`config.mk`:
```
export PLATFORM = sky130hd
export DESIGN_NAME = light_state_control
export DESIGN_NICKNAME = d
export VERILOG_FILES = /design/src/rtl/light_pkg.sv /design/src/rtl/sync_2ff.sv /design/src/rtl/light_state_control.sv
export SDC_FILE = /design/constraint.sdc
export NUM_CORES = 1
export LEC_CHECK = 0
export CAP_MARGIN = 5
export CORE_AREA = 2 2 39 41
export CTS_BUF_LIST = sky130_fd_sc_hd__clkbuf_16
export DETAILED_ROUTE_END_ITERATION = 12
export DIE_AREA = 0 0 41 43
export GPL_TIMING_DRIVEN = 0
export PLACE_DENSITY = 0.68
export SYNTH_ARGS = -nofsm -noshare
export SYNTH_HDL_FRONTEND = slang
export SYNTH_HIERARCHICAL = 1
export SYNTH_SLANG_ARGS = --single-unit
```
`constraint.sdc`:
```
create_clock -name Clock -period 3.4 [get_ports Clock]
set_input_delay 0.68 -clock Clock [delete_from_list [all_inputs] [get_ports Clock]]
set_output_delay 0.68 -clock Clock [all_outputs]
set_load 0.01 [all_outputs]
```
`src/rtl/light_pkg.sv`:
```
// Shared lamp-controller definitions: state encodings used by the state
// controller and by the downstream lamp output decoder.
package light_pkg;

    typedef logic [1:0] light_state_t;

    // All four codes are legal; any nonzero state drives the lamp.
    localparam logic [1:0] ST_OFF      = 2'b00;
    localparam logic [1:0] ST_ON       = 2'b01;
    localparam logic [1:0] ST_HOLD     = 2'b10;
    localparam logic [1:0] ST_OVERRIDE = 2'b11;

    // Bit positions of the sensor bundle passed through the synchronizer.
    localparam int unsigned IN_MOTION = 0;
    localparam int unsigned IN_DARK   = 1;
    localparam int unsigned IN_MANUAL = 2;
    localparam int unsigned IN_W      = 3;

    // Lamp decode shared with the output decoder block.
    function automatic logic lamp_is_on(input light_state_t st);
        return st != ST_OFF;
    endfunction

endpackage

```
`src/rtl/sync_2ff.sv`:
```
// Two-flop synchronizer for a bundle of independent asynchronous levels.
// Bits are not coherent with each other; each is just made metastability-safe.
module sync_2ff #(
    parameter int unsigned WIDTH = 1
) (
    input  logic             clk,
    input  logic             rst,
    input  logic [WIDTH-1:0] d,
    output logic [WIDTH-1:0] q
);

    logic [WIDTH-1:0] meta_d, meta_q;
    logic [WIDTH-1:0] stab_d, stab_q;

    // Shift the raw pins through the two synchronizer stages.
    always_comb begin
        meta_d = d;
        stab_d = meta_q;
    end

    // Synchronizer flops, cleared by reset so stale pin history is dropped.
    always_ff @(posedge clk) begin
        if (rst) begin
            meta_q <= '0;
            stab_q <= '0;
        end else begin
            meta_q <= meta_d;
            stab_q <= stab_d;
        end
    end

    assign q = stab_q;

endmodule

```
`src/rtl/light_state_control.sv`:
```
// Occupancy-driven lamp state controller: OFF/ON/HOLD/OVERRIDE state machine
// with a hold-off timer that keeps the lamp lit after motion stops.
module light_state_control
    import light_pkg::*;
#(
    parameter  int unsigned HOLD_CYCLES = 16,
    localparam int unsigned CNT_W = (HOLD_CYCLES > 1) ? $clog2(HOLD_CYCLES) : 1
) (
    input  logic             Clock,
    input  logic             Reset,
    input  logic             Motion,
    input  logic             Dark,
    input  logic             Manual_On,
    output logic [1:0]       Present_State,
    output logic [CNT_W-1:0] Hold_Count
);

    // Entering HOLD loads HOLD_CYCLES-1 and leaves when the count is zero,
    // so HOLD lasts exactly HOLD_CYCLES cycles without motion.
    localparam logic [CNT_W-1:0] HOLD_LOAD = CNT_W'(HOLD_CYCLES - 1);

    logic [IN_W-1:0]  pins_raw;
    logic [IN_W-1:0]  pins_sync;
    logic             motion_s;
    logic             dark_s;
    logic             manual_s;

    light_state_t     state_d, state_q;
    logic [CNT_W-1:0] hold_cnt_d, hold_cnt_q;

    assign pins_raw[IN_MOTION] = Motion;
    assign pins_raw[IN_DARK]   = Dark;
    assign pins_raw[IN_MANUAL] = Manual_On;

    sync_2ff #(
        .WIDTH (IN_W)
    ) u_sync (
        .clk (Clock),
        .rst (Reset),
        .d   (pins_raw),
        .q   (pins_sync)
    );

    assign motion_s = pins_sync[IN_MOTION];
    assign dark_s   = pins_sync[IN_DARK];
    assign manual_s = pins_sync[IN_MANUAL];

    // Next-state and hold-counter logic; the counter is zero outside HOLD.
    always_comb begin
        state_d    = state_q;
        hold_cnt_d = '0;
        if (manual_s) begin
            state_d = ST_OVERRIDE;
        end else begin
            case (state_q)
                ST_OFF: begin
                    // Darkness only gates turning on, never turning off.
                    if (motion_s && dark_s) begin
                        state_d = ST_ON;
                    end
                end
                ST_ON: begin
                    if (!motion_s) begin
                        state_d    = ST_HOLD;
                        hold_cnt_d = HOLD_LOAD;
                    end
                end
                ST_HOLD: begin
                    if (motion_s) begin
                        state_d = ST_ON;
                    end else if (hold_cnt_q != '0) begin
                        state_d    = ST_HOLD;
                        hold_cnt_d = hold_cnt_q - CNT_W'(1);
                    end else begin
                        state_d = ST_OFF;
                    end
                end
                ST_OVERRIDE: begin
                    // Override released: fall into the normal hold-off period.
                    state_d    = ST_HOLD;
                    hold_cnt_d = HOLD_LOAD;
                end
                default: begin
                    state_d = ST_OFF;
                end
            endcase
        end
    end

    // State register and hold counter with synchronous reset.
    always_ff @(posedge Clock) begin
        if (Reset) begin
            state_q    <= ST_OFF;
            hold_cnt_q <= '0;
        end else begin
            state_q    <= state_d;
            hold_cnt_q <= hold_cnt_d;
        end
    end

    assign Present_State = state_q;
    assign Hold_Count    = hold_cnt_q;

endmodule

```
==> impl_metrics.yaml, run 1 <==
synth:
  yosysUniqueCellTypes: 18
  synth_top_cell_area_share_pct: 51.2
  synth_area_sq_um: 469
  yosysTopAreaCell: "dfxtp_1"
  synthArstFlopShare_pct: 0
  avgSynthCellArea_sq_um: 10.2
  ys_warn_count: 6
  ys_seq_elements: 12
  ys.flop_type: "dfxtp_1"
  synth_edf_count: 0
  synth_area_leaders: "dfxtp_1 (51%), nor2b_1 (8.0%), ha_1 (5.3%)"
  netlist_instances: 46
  ys_seq_area_share_pct: 51.2
  synth_nets: 53
critical_path:
  crit_path_max_incr_delay_ns: 0.58
  cp_max_fo: 8
  critPathRequiredTime_ns: 2.72
  rrSetupSlack_ns: 1.93
  r2r_cells: 3
  worstSetupStartpoint: "Present_State[1]$_SDFFE_PP0P_"
  crit_arrival_ns: 1.25
  cp.depth: 1
  worst_path_max_delay_cell: "clkdlybuf4s50_1"
  cp-endpoint: "Present_State[1]"
  path_delay_family: "buffers and inverters"
  timing.rr.start: "Present_State[1]$_SDFFE_PP0P_"
  worstSetupPathType: "reg -> out"
  endpoint_kind: "output pin"
  rr_endpoint: "Present_State[1]$_SDFFE_PP0P_"
  critPathBufInv: 1
  start_kind: "register"
  crit_chain: "clkdlybuf4s50_1"
clock_tree:
  root_buffer: "clkbuf_16"
  cts_tree: "built"
  post-cts-setup-buffers: 0
  ctsHoldBuffers: 0
  cts-buffers-inserted: 3
  clockBufferDepth: 2
  cts-htree-levels: 1
  clkTransAtPathRegs_ns: 0.04
  cts_resized: 0
  insertion_delay_ns: 0.24
  clock_sinks: 12
final_layout:
  syn2layout_area_growth_pct: 42.4
  nets: 68
  fin_area_sq_um: 668
  layout_common_cells: "dfxtp_1 (12), clkdlybuf4s50_1 (10), nor2b_1 (6)"
  drive_gt1_share_pct: 8.33
  antenna_cells: 0
  final_common_cell: "dfxtp_1"
  fillers: 139
sta:
  hold_viol: 0
  maxSlewViolCount: 0
  min_period_ns: 1.93
  fmax_ghz: 0.518
  setup_viol: 0
  max_slew.worst_pin.slew_ns: 0.519
  timing.slew.headroom_pct: 64.5
  fin_crit_sh_pct: 56.8
  whs_ns: 0.439
  fin_setup_tns_ns: 0
  fin_worst_skew_ns: 0.000683
  rsz0062_at_grt: "no"
run:
  cap_violations: 0
route:
  ant_nets: 0
  drt-pass1-iter-count: 3
  vias: 375
  drt_iter0_markers: 7
  via_per_inst: 4.93
  postRouteWirelength_microns: 812
  drcViolationCount: 0
  avgRoutedWirePerCell_microns: 10.7
power_and_ir_drop:
  p_leak_nw: 0.227
  power_frac_comb_pct: 4.3
  netSwitchingFraction_pct: 18.0
  internal_power_w: 0.000310
  clockPowerShare_pct: 56.5
  pwr-share-seq_pct: 39.2
  switching_power_w: 0.0000681
  ir_drop_mv: 0.237
  powerDensity_nw_per_um2: 565
hold_path:
  worstHoldPathType: "reg -> reg"
global_routing:
  grt_pass1_wl_microns: 1290
  grt_use_total_pct: 11.8
  grt_max_degree: 10
  antenna_found_initial: 0
  grt_overflow: 0
  grt_pass1_vias: 338
die:
  die_area_sq_um: 1760
  fp-row-count: 14
  start_util_pct: 33.9
  dieWidth_microns: 41
  core_area_sq_um: 1380
  io_pins: 11
  die_h_microns: 43
place:
  placed_area_sq_um: 589
  io_buffers: 10
  gp_congestion: 0.760
  place_hpwl_microns: 590
status:
  outcome: "complete, no violations"
metrics by stage:
stage                     std cells  setup WS [ns]  utilization, %  total power, W
after floorplan                  46           2.01               -        0.000158
after global placement           72           1.44            42.6        0.000166
after detailed placement         72           1.40            42.6        0.000167
after CTS                        76           1.48            48.3        0.000380
after global routing             76           1.44            48.3        0.000387
final                            76           1.47            48.3        0.000378
worst min-delay path by stage:
stage               slack (ns)  cells past startpoint                endpoint                         from
floorplan                 0.41                      1  u_sync/q[0]$_SDFF_PP0_  u_sync/meta_q[0]$_SDFF_PP0_
global placement          0.41                      1  u_sync/q[2]$_SDFF_PP0_  u_sync/meta_q[2]$_SDFF_PP0_
detailed placement        0.43                      1  u_sync/q[1]$_SDFF_PP0_  u_sync/meta_q[1]$_SDFF_PP0_
CTS                       0.44                      1  u_sync/q[1]$_SDFF_PP0_  u_sync/meta_q[1]$_SDFF_PP0_
global route              0.44                      1  u_sync/q[1]$_SDFF_PP0_  u_sync/meta_q[1]$_SDFF_PP0_
finish                    0.44                      1  u_sync/q[1]$_SDFF_PP0_  u_sync/meta_q[1]$_SDFF_PP0_
layout make-up:
type | count | area, sq um | share of cell area (%)
clock inverter | 1 | 3.75 | 0.562
multi-input combinational | 30 | 214 | 32.0
inverter | 4 | 15.0 | 2.25
clock buffer | 3 | 75.1 | 11.2
tap | 16 | 20.0 | 3.00
timing repair buffer | 10 | 100 | 15.0
sequential | 12 | 240 | 36.0
routing by layer:
metal	part of all wire, %	GRT usage, %	up-vias
met5	0	0	-
met4	2.1	12.0	0
met3	4.3	4.71	2
met2	52	15.6	11
met1	42	13.1	173
li1	-	-	189
cell usage after synthesis, drive strengths merged (2+ instances only):
library cell / count
ha: 2
a21oi: 4
xnor2: 2
nor3: 2
nor2b: 6
dfxtp: 12
inv: 4
or3: 3
o21ai: 2
state kept, by name (all words and copies together) (netlist names):
| name | flops |
|---|---|
| Hold_Count | 4 |
| Present_State | 2 |
| u_sync/meta_q | 3 |
| u_sync/q | 3 |
power by group through the flow:
stage | Sequential (W) | Clock, W | Combinational, W
detailed placement | 0.000151 | 0 | 0.0000163
global route | 0.000149 | 0.000220 | 0.0000183
finish | 0.000148 | 0.000213 | 0.0000163
floorplan | 0.000150 | 0 | 0.00000714
global placement | 0.000150 | 0 | 0.0000159
CTS | 0.000148 | 0.000215 | 0.0000164
cells by family after synthesis:
group	Yosys count	share of synthesized area, %
AND/OR/NAND/NOR	15	19.7
AO/OA/AOI/OAI	11	16.8
XOR/XNOR	2	3.73
flip-flops	12	51.2
buffers and inverters	4	3.20
adder cells (fa/ha/maj)	2	5.33
(Power assumes the default switching activity.)
==> run 2, diff against run 1 <==
==> constraint.sdc (replaced) <==
create_clock -name Clock -period 2.02 [get_ports Clock]
set_input_delay 0.404 -clock Clock [delete_from_list [all_inputs] [get_ports Clock]]
set_output_delay 0.404 -clock Clock [all_outputs]
set_load 0.01 [all_outputs]
==> results of run 2 <==
The final DEF is identical to that of run 1. Status: complete, no violations.
Among the figures that moved: setup slack after placement 1.40 ns -> 0.299 ns; setup slack after layout 1.47 ns -> 0.366 ns; register-to-register setup slack 1.93 ns -> 0.55 ns; total power 0.000378 W -> 0.000636 W; worst IR drop on VDD 0.237 mV -> 0.399 mV
